## src/rtl/instruction_fetch_pkg.sv

```systemverilog
// Shared definitions for the fetch stage: fetch FSM encodings, widths and the
// next-PC source selection used by the PC arithmetic.
package instruction_fetch_pkg;

  localparam int DATA_W   = 16;
  localparam int OFFSET_W = 8;

  // Fixed encodings so the decoder and benches can decode the state directly.
  typedef enum logic [1:0] {
    FS_FETCH = 2'd0,
    FS_WAIT  = 2'd1,
    FS_ISSUE = 2'd2
  } fetch_state_e;

  typedef enum logic [1:0] {
    PC_SEL_RESET,
    PC_SEL_FWD,
    PC_SEL_BWD,
    PC_SEL_SEQ
  } pc_sel_e;

  // Soft reset beats forward jump, forward jump beats backward jump.
  function automatic pc_sel_e pc_select(input logic dec_rstn,
                                        input logic dec_jmpf,
                                        input logic dec_jmpb);
    if (!dec_rstn) return PC_SEL_RESET;
    if (dec_jmpf)  return PC_SEL_FWD;
    if (dec_jmpb)  return PC_SEL_BWD;
    return PC_SEL_SEQ;
  endfunction

endpackage

```

## src/rtl/instruction_fetch_if.sv

```systemverilog
// Program-memory read port: one-cycle request, then read data qualified by valid.
interface instruction_fetch_if #(
  parameter int ADDR_W = 8
) ();

  logic              mem_req;
  logic [ADDR_W-1:0] mem_addr;
  logic [15:0]       mem_rdata;
  logic              mem_valid;

  modport master (
    output mem_req,
    output mem_addr,
    input  mem_rdata,
    input  mem_valid
  );

  modport slave (
    input  mem_req,
    input  mem_addr,
    output mem_rdata,
    output mem_valid
  );

endinterface

```

## src/rtl/instruction_fetch_pc_next_calc.sv

```systemverilog
// Combinational next-PC select: soft reset, forward/backward jump or sequential,
// all modulo 2^ADDR_W with the 8-bit offset zero-extended.
module pc_next_calc
  import instruction_fetch_pkg::*;
#(
  parameter int                ADDR_W   = 8,
  parameter logic [ADDR_W-1:0] RESET_PC = '0
) (
  input  logic [ADDR_W-1:0]   pc,
  input  logic                dec_rstn,
  input  logic                dec_jmpf,
  input  logic                dec_jmpb,
  input  logic [OFFSET_W-1:0] dec_offset,
  output logic [ADDR_W-1:0]   next_pc
);

  logic [ADDR_W-1:0] offset_ext;

  assign offset_ext = ADDR_W'(dec_offset);

  always_comb begin
    // NOTE: default assignment first so every path drives next_pc and no latch is inferred.
    next_pc = pc + ADDR_W'(1);
    case (pc_select(dec_rstn, dec_jmpf, dec_jmpb))
      PC_SEL_RESET: next_pc = RESET_PC;
      PC_SEL_FWD:   next_pc = pc + offset_ext;
      PC_SEL_BWD:   next_pc = pc - offset_ext;
      default:      next_pc = pc + ADDR_W'(1);
    endcase
  end

endmodule

```

## src/rtl/instruction_fetch.sv

```systemverilog
// Fetch stage: FETCH -> WAIT -> ISSUE loop that reads one instruction word per
// pass from program memory and holds it in cell_data for the decoder.
module instruction_fetch
  import instruction_fetch_pkg::*;
#(
  parameter int                ADDR_W   = 8,
  parameter logic [ADDR_W-1:0] RESET_PC = '0
) (
  input  logic                 clk,
  input  logic                 rstn,
  instruction_fetch_if.master  mem,
  input  logic                 exec_ready,
  output logic [DATA_W-1:0]    cell_data,
  output logic                 instr_valid,
  output logic [ADDR_W-1:0]    pc,
  input  logic                 dec_rstn,
  input  logic                 dec_jmpf,
  input  logic                 dec_jmpb,
  input  logic [OFFSET_W-1:0]  dec_offset
);

  fetch_state_e      state;
  logic [ADDR_W-1:0] fetch_pc;
  logic [ADDR_W-1:0] next_pc;
  logic              mem_req_q;

  pc_next_calc #(
    .ADDR_W   (ADDR_W),
    .RESET_PC (RESET_PC)
  ) u_pc_next_calc (
    .pc         (pc),
    .dec_rstn   (dec_rstn),
    .dec_jmpf   (dec_jmpf),
    .dec_jmpb   (dec_jmpb),
    .dec_offset (dec_offset),
    .next_pc    (next_pc)
  );

  assign mem.mem_req  = mem_req_q;
  assign mem.mem_addr = fetch_pc;

  // NOTE: every register here is a reset-able flop updated with <=; there is no memory array to leave unreset.
  always_ff @(posedge clk or negedge rstn) begin
    if (!rstn) begin
      state       <= FS_FETCH;
      fetch_pc    <= RESET_PC;
      mem_req_q   <= 1'b0;
      cell_data   <= '0;
      instr_valid <= 1'b0;
      pc          <= RESET_PC;
    end else begin
      case (state)
        // Coming out of hard reset the request is not yet up, so the first
        // FETCH spends one cycle raising it; from ISSUE it arrives pre-armed.
        FS_FETCH: begin
          if (mem_req_q) begin
            mem_req_q <= 1'b0;
            state     <= FS_WAIT;
          end else begin
            mem_req_q <= 1'b1;
          end
        end
        FS_WAIT: begin
          if (mem.mem_valid) begin
            cell_data   <= mem.mem_rdata;
            pc          <= fetch_pc;
            instr_valid <= 1'b1;
            state       <= FS_ISSUE;
          end
        end
        FS_ISSUE: begin
          if (exec_ready) begin
            fetch_pc    <= next_pc;
            instr_valid <= 1'b0;
            mem_req_q   <= 1'b1;
            state       <= FS_FETCH;
          end
        end
        default: begin
          mem_req_q   <= 1'b0;
          instr_valid <= 1'b0;
          state       <= FS_FETCH;
        end
      endcase
    end
  end

endmodule

```

## src/flat_wrapper.sv

```systemverilog
// flat-port wrapper written by rule: the top's interface ports become plain ports
module instruction_fetch_flat import instruction_fetch_pkg::*;
#(
  parameter int                ADDR_W   = 8,
  parameter logic [ADDR_W-1:0] RESET_PC = '0
)
  (clk, rstn, exec_ready, cell_data, instr_valid, pc, dec_rstn, dec_jmpf, dec_jmpb, dec_offset, mem_mem_req, mem_mem_addr, mem_mem_rdata, mem_mem_valid);
  instruction_fetch_if #(.ADDR_W(ADDR_W)) mem_i ();
  input  logic clk;
  input  logic rstn;
  input  logic exec_ready;
  output logic [DATA_W-1:0] cell_data;
  output logic instr_valid;
  output logic [ADDR_W-1:0] pc;
  input  logic dec_rstn;
  input  logic dec_jmpf;
  input  logic dec_jmpb;
  input  logic [OFFSET_W-1:0] dec_offset;
  output wire logic [$bits(mem_i.mem_req)-1:0] mem_mem_req;
  output wire logic [$bits(mem_i.mem_addr)-1:0] mem_mem_addr;
  input wire logic [$bits(mem_i.mem_rdata)-1:0] mem_mem_rdata;
  input wire logic [$bits(mem_i.mem_valid)-1:0] mem_mem_valid;
  assign mem_mem_req = mem_i.mem_req;
  assign mem_mem_addr = mem_i.mem_addr;
  assign mem_i.mem_rdata = mem_mem_rdata;
  assign mem_i.mem_valid = mem_mem_valid;
  instruction_fetch #(.ADDR_W(ADDR_W), .RESET_PC(RESET_PC)) u_core (.clk(clk), .rstn(rstn), .mem(mem_i), .exec_ready(exec_ready), .cell_data(cell_data), .instr_valid(instr_valid), .pc(pc), .dec_rstn(dec_rstn), .dec_jmpf(dec_jmpf), .dec_jmpb(dec_jmpb), .dec_offset(dec_offset));
endmodule
```

## config.mk

```make
export PLATFORM = sky130hd
export DESIGN_NAME = instruction_fetch_flat
export DESIGN_NICKNAME = d
export VERILOG_FILES = /design/src/rtl/instruction_fetch_pkg.sv /design/src/rtl/instruction_fetch_if.sv /design/src/rtl/instruction_fetch_pc_next_calc.sv /design/src/rtl/instruction_fetch.sv /design/src/flat_wrapper.sv
export SDC_FILE = /design/constraint.sdc
export NUM_CORES = 1
export LEC_CHECK = 0
export CAP_MARGIN = 20
export CORE_UTILIZATION = 45
export DETAILED_ROUTE_END_ITERATION = 16
export PLACE_DENSITY_LB_ADDON = 0.12
export SLEW_MARGIN = 5
export SYNTH_ARGS = -nofsm -noshare
export SYNTH_HDL_FRONTEND = slang
export SYNTH_SLANG_ARGS = --single-unit
```

## constraint.sdc

```tcl
create_clock -name clk -period 2.33 [get_ports clk]
set_input_delay 0.3495 -clock clk [delete_from_list [all_inputs] [get_ports clk]]
set_output_delay 0.3495 -clock clk [all_outputs]
set_load 0.1 [all_outputs]
```

# Word-level counts from Yosys, hierarchy flattened
# Cells that the tools add are included.
[word_totals] out_inout_bits=34 wordCells=47 regBits=36
[op_classes] muxes=22 n_addsub=3 eq_ne=7 n_bitwise=2 n_reduce_logical=7
[op_table] op="8-bit one-hot mux with 3 select lines" count=1
[op_table] op="2-bit two-way mux" count=9
[op_table] op="1-bit two-way mux" count=9
[op_table] op="8-bit by 1-bit adder with 8-bit output (second input constant)" count=1
[op_table] op="8-bit adder" count=1
[op_table] op="8-bit subtractor" count=1
[op_table] op="1-bit one-hot mux with 3 select lines" count=2
[op_table] op="2-bit one-hot mux with 3 select lines" count=1
[op_table] op="2-bit AND reduction" count=3
[op_table] op="3-bit AND reduction" count=2
[op_table] op="2-bit by 1-bit equality test with 1-bit output (second input constant)" count=2
[op_table] op="2-bit equality test (second input constant)" count=2
[op_table] op="2-bit logical NOT" count=2
[op_table] op="2-bit inequality test (second input constant)" count=2
[op_table] op="2-bit by 1-bit inequality test with 1-bit output (second input constant)" count=1
[op_table] op="1-bit NOT" count=2

# Longest topological paths before layout
[logic_depth] ltp_word=9 depth_mapped=13 ltp_nobuf=13

# Cells and area by module
# A second synthesis with hierarchy kept.
[unflattened] hier_cells=185 area_unflattened_um2=2129.5
[modules_own_cells] module="instruction_fetch" seq_area_each_um2=900.9 area_each_um2=1468.9 cells_per_inst=84 instances=1
[modules_own_cells] module="pc_next_calc" seq_area_each_um2=0.0 area_each_um2=660.6 cells_per_inst=101 instances=1

# Worst setup path after synthesis
# OpenSTA, ideal clock, no wires.
[synth_timing] path_type="register to register" startpoint="register u_core.pc[0]" endpoint="register u_core.fetch_pc[6], in the netlist u_core.mem.mem_addr[6]" required_ns=2.253 path_stages_with_launch=10 path_slack_ns=-0.081 arrival_time_ns=2.334 setup_ns=0.077 cell_sequence="dfrtp_1 inv_1 ha_1 fa_1 nor2b_1 o21ai_0 nand2b_1 a31oi_1 xor2_1 o21ai_1"
[synth_between] elab_chain_len=2 word_cells_on_any_way=4
[synth_rtl] item="start, declared" line_no="instruction_fetch.sv:15" source="output logic [ADDR_W-1:0] pc,"
[synth_rtl] item="start signal, assigned" line_no="instruction_fetch.sv:66" source="pc <= fetch_pc;"
[synth_rtl] item="8-bit by 1-bit adder with 8-bit output, or another cell as far along" line_no="instruction_fetch_pc_next_calc.sv:28" source="default: next_pc = pc + ADDR_W'(1);"
[synth_rtl] item="8-bit one-hot mux with 3 select lines (*)" line_no="instruction_fetch_pc_next_calc.sv:24" source="case (pc_select(dec_rstn, dec_jmpf, dec_jmpb))"
[synth_rtl] item="end signal, assigned" line_no="instruction_fetch.sv:73" source="fetch_pc <= next_pc;"
[synth_rtl] item="end, declared" line_no="instruction_fetch.sv:23" source="logic [ADDR_W-1:0] fetch_pc;"
# Every way passes the cells marked *; elsewhere a longest branch is shown, timed or not.
# A chain may end at the register's enable or synchronous reset.

# Worst setup path in the final report
[layout_timing] startpoint="input port dec_rstn" endpoint="register u_core.fetch_pc[6], in the netlist u_core.mem.mem_addr[6]"
[layout_between] elab_chain_len=3 word_cells_on_any_way=5
[layout_rtl] item="start, declared" line_no="flat_wrapper.sv:15" source="input logic dec_rstn;"
[layout_rtl] item="2-bit two-way mux (*)" line_no="instruction_fetch_pkg.sv:27" source="if (dec_jmpf) return PC_SEL_FWD;"
[layout_rtl] item="2-bit equality test, or another cell as far along" line_no="instruction_fetch_pc_next_calc.sv:24"
[layout_rtl] item="8-bit one-hot mux with 3 select lines (*)" line_no="instruction_fetch_pc_next_calc.sv:24"
# Marked as above.

==> impl_metrics.py <==
metrics = {
    "drt": {
        "drtPass1Iterations": 4,
        "drc": 0,
        "vias": 1645,
        "wirelength_mm": 4.352,
        "wire_per_inst_um": 13.52,
        "drt_iter0_markers": 45,
        "routed_via_density": 5.109,
        "drtAntennaViolNets": 0,
    },
    "die": {
        "ios": 65,
        "start_util_pct": 47.55,
        "die_y_um": 67.48,
        "core_um2": 4058,
        "die-area_um2": 4554,
        "die_w_um": 67.48,
        "rows": 23,
    },
    "placed_design": {
        "dp_cells": 312,
        "port_buffers": 64,
        "dp_hpwl_mm": 3.227,
        "placed_cell_area_um2": 2716,
        "place.gp.congestion": 0.8125,
    },
    "synthesis": {
        "synthTopCellsByArea": "dfrtp_1 (47%), mux2_2 (13%), ha_1 (5.8%), nand2_1 (3.1%), nor2_1 (2.9%)",
        "syn_area_um2": 1929,
        "synth_top_family_by_area": "multiplexers",
        "yosys.area.top_type": "dfrtp_1",
        "synth_fa_ha_area_share_pct": 6.874,
        "synth.distinct_cells": 39,
        "muxShareOfSynthArea_pct": 14.53,
        "synth-main-ff-cell": "dfrtp_1",
        "synth_nets": 220,
        "synth_compound_area_share_pct": 10.77,
        "syn_inst": 179,
        "syn-mean-instance-area_um2": 10.78,
        "yosysWarnings": 0,
        "synth-simple-area-share_pct": 13.68,
        "synth_top_cell_area_share_pct": 46.69,
        "synth-edff-count": 0,
        "synth_xor_area_share_pct": 4.086,
        "async_flop_share_pct": 100.0,
        "seq_area_frac_synth_pct": 46.69,
        "yosys_register_bits": 36,
    },
    "global_routing": {
        "grt_pass1_vias": 1679,
        "grt_pass1_wl_mm": 7.176,
        "grt_usage_pct": 21.48,
        "gr-total-overflow": 0,
        "grt_antenna_before_repair": 0,
        "grt_max_degree": 37,
    },
    "worst_setup_path": {
        "critPathMaxFanout": 3,
        "startpoint_type": "primary input",
        "criticalPathCategory": "in2reg",
        "arrival_ns": 2.39,
        "worstPathRequired_ns": 2.55,
        "endpoint_kind": "flip-flop",
    },
    "timing": {
        "report.final.slew_viol_count": 0,
        "grt_setup_unrepaired": "false",
        "min_period_over_period_pct": 93.33,
        "finalHoldViolations": 0,
        "fmax_mhz": 459.9,
        "slew_headroom_pct": 46.91,
        "finalSetupViolCount": 0,
        "clock_skew_ns": 0.006186,
        "tns_ns": 0,
        "tightest_slew_ns": 0.7963,
        "min_period_ns": 2.175,
    },
    "cells_and_area": {
        "final_cell_mix": "buf_4 (60), dfrtp_1 (35), mux2_2 (22)",
        "final_cell_count_no_fill": 322,
        "areaGrowthSynthToFinish_pct": 48.44,
        "fin_util_pct": 70.58,
        "multiInputGateArea_um2": 1001,
        "register_area_um2": 902.1,
        "mostFrequentLayoutCell": "buf_4",
        "fillers": 332,
        "n_antenna_cell": 0,
        "nets": 312,
        "drive_gt1_share_pct": 38.60,
        "fin_area_um2": 2864,
    },
    "clock_tree": {
        "root_buffer": "clkbuf_8",
        "clkSlewWorstSetupHoldPaths_ns": 0.07,
        "clkLatencyLatePin_ns": 0.29,
        "cts_buffers": 5,
        "htreeDepth": 2,
        "numClockSinks": 36,
        "cts_tree": "done",
        "clock_tree.buffer_depth": 2,
    },
    "job": {
        "drv_cap": 0,
    },
    "outcome": {
        "run_status": "finished, final reports clean",
    },
    "hold_path": {
        "min_path_type": "in2async",
    },
}
==> through the flow <==
step	hold WS (ns)	setup WS, ns
after floorplan	0.05391	0.04248
after global placement	0.4621	-0.4888
after detailed placement	0.4718	-0.5460
after CTS	0.1792	0.02133
after global routing	0.2278	0.02029
final	0.1470	0.1555
==> state kept, by name (all words and copies together) (netlist names) <==
name	flops
u_core.instr_valid	1
u_core.mem.mem_addr	8
u_core.pc	8
u_core.mem.mem_req	1
u_core.state	2
u_core.cell_data	16
==> Yosys cell counts (all sizes together), types with 3 or more instances <==
| library cell | count |
|---|---|
| xor2 | 4 |
| mux2 | 24 |
| dfrtp | 36 |
| nor3 | 3 |
| nor3b | 3 |
| nand2 | 16 |
| o21ai | 9 |
| inv | 10 |
| nor2b | 4 |
| ha | 9 |
| a21oi | 9 |
| o31ai | 3 |
| buf | 4 |
| nand2b | 3 |
| nor2 | 15 |
| xnor2 | 5 |
==> final timing paths <==
check                                         from                endpoint  slack [ns]  cells past startpoint
worst min register to register  u_core.instr_valid      u_core.instr_valid        0.50                      2
worst min-delay path                          rstn    u_core.cell_data[12]        0.15                      1
min in group clk                u_core.instr_valid      u_core.instr_valid        0.50                      2
worst max-delay path                      dec_rstn  u_core.mem.mem_addr[6]        0.16                     10
worst max register to register        u_core.pc[0]  u_core.mem.mem_addr[6]        0.49                      9
max in group asynchronous                     rstn            u_core.pc[0]        1.63                      1
==> cell families (layout without fill, tap and decap cells) <==
family	count (synthesis)	count (layout)
AND/OR/NAND/NOR	51	51
flip-flops	36	36
AO/OA/AOI/OAI	32	32
multiplexers	25	25
buffers and inverters	16	109
adder cells (fa/ha/maj)	10	10
XOR/XNOR	9	9
==> worst max-delay path, stage by stage <==
cell and delay [ns]:
clkdlybuf4s50_1 0.52, o211ai_1 0.15, ha_1 0.22, fa_1 0.38, nor2b_1 0.15, o21ai_0 0.11, nand2b_1 0.11, a31oi_1 0.09
xor2_1 0.15, o21ai_1 0.14
==> per-layer routing <==
layer  track usage, %  vias to the layer above  routed length (µm)
li1                 -                      806                   -
met1            24.57                      782                1839
met2            37.50                       50                2163
met3            6.250                        7                 290
met4            7.979                        0                  59
met5                0                        -                   0
==> cell type report <==
class | instances | area share (%)
inverter | 10 | 1.311
multi-input combinational | 127 | 34.95
tap | 50 | 2.184
sequential | 36 | 31.50
timing repair buffer | 91 | 26.91
clock buffer | 8 | 3.145
==> repair_timing <==
item | CTS | global route
pin swaps | 4 | 5
endpoints found under the setup margin | 4 | 4
hold buffers | 0 | 0
gates resized for setup | 8 | 12
buffers inserted | 1 | 1
Power is left out: the tool's default activity adds up to more than one toggle a clock period on the data nets, which glitch-free logic cannot reach.
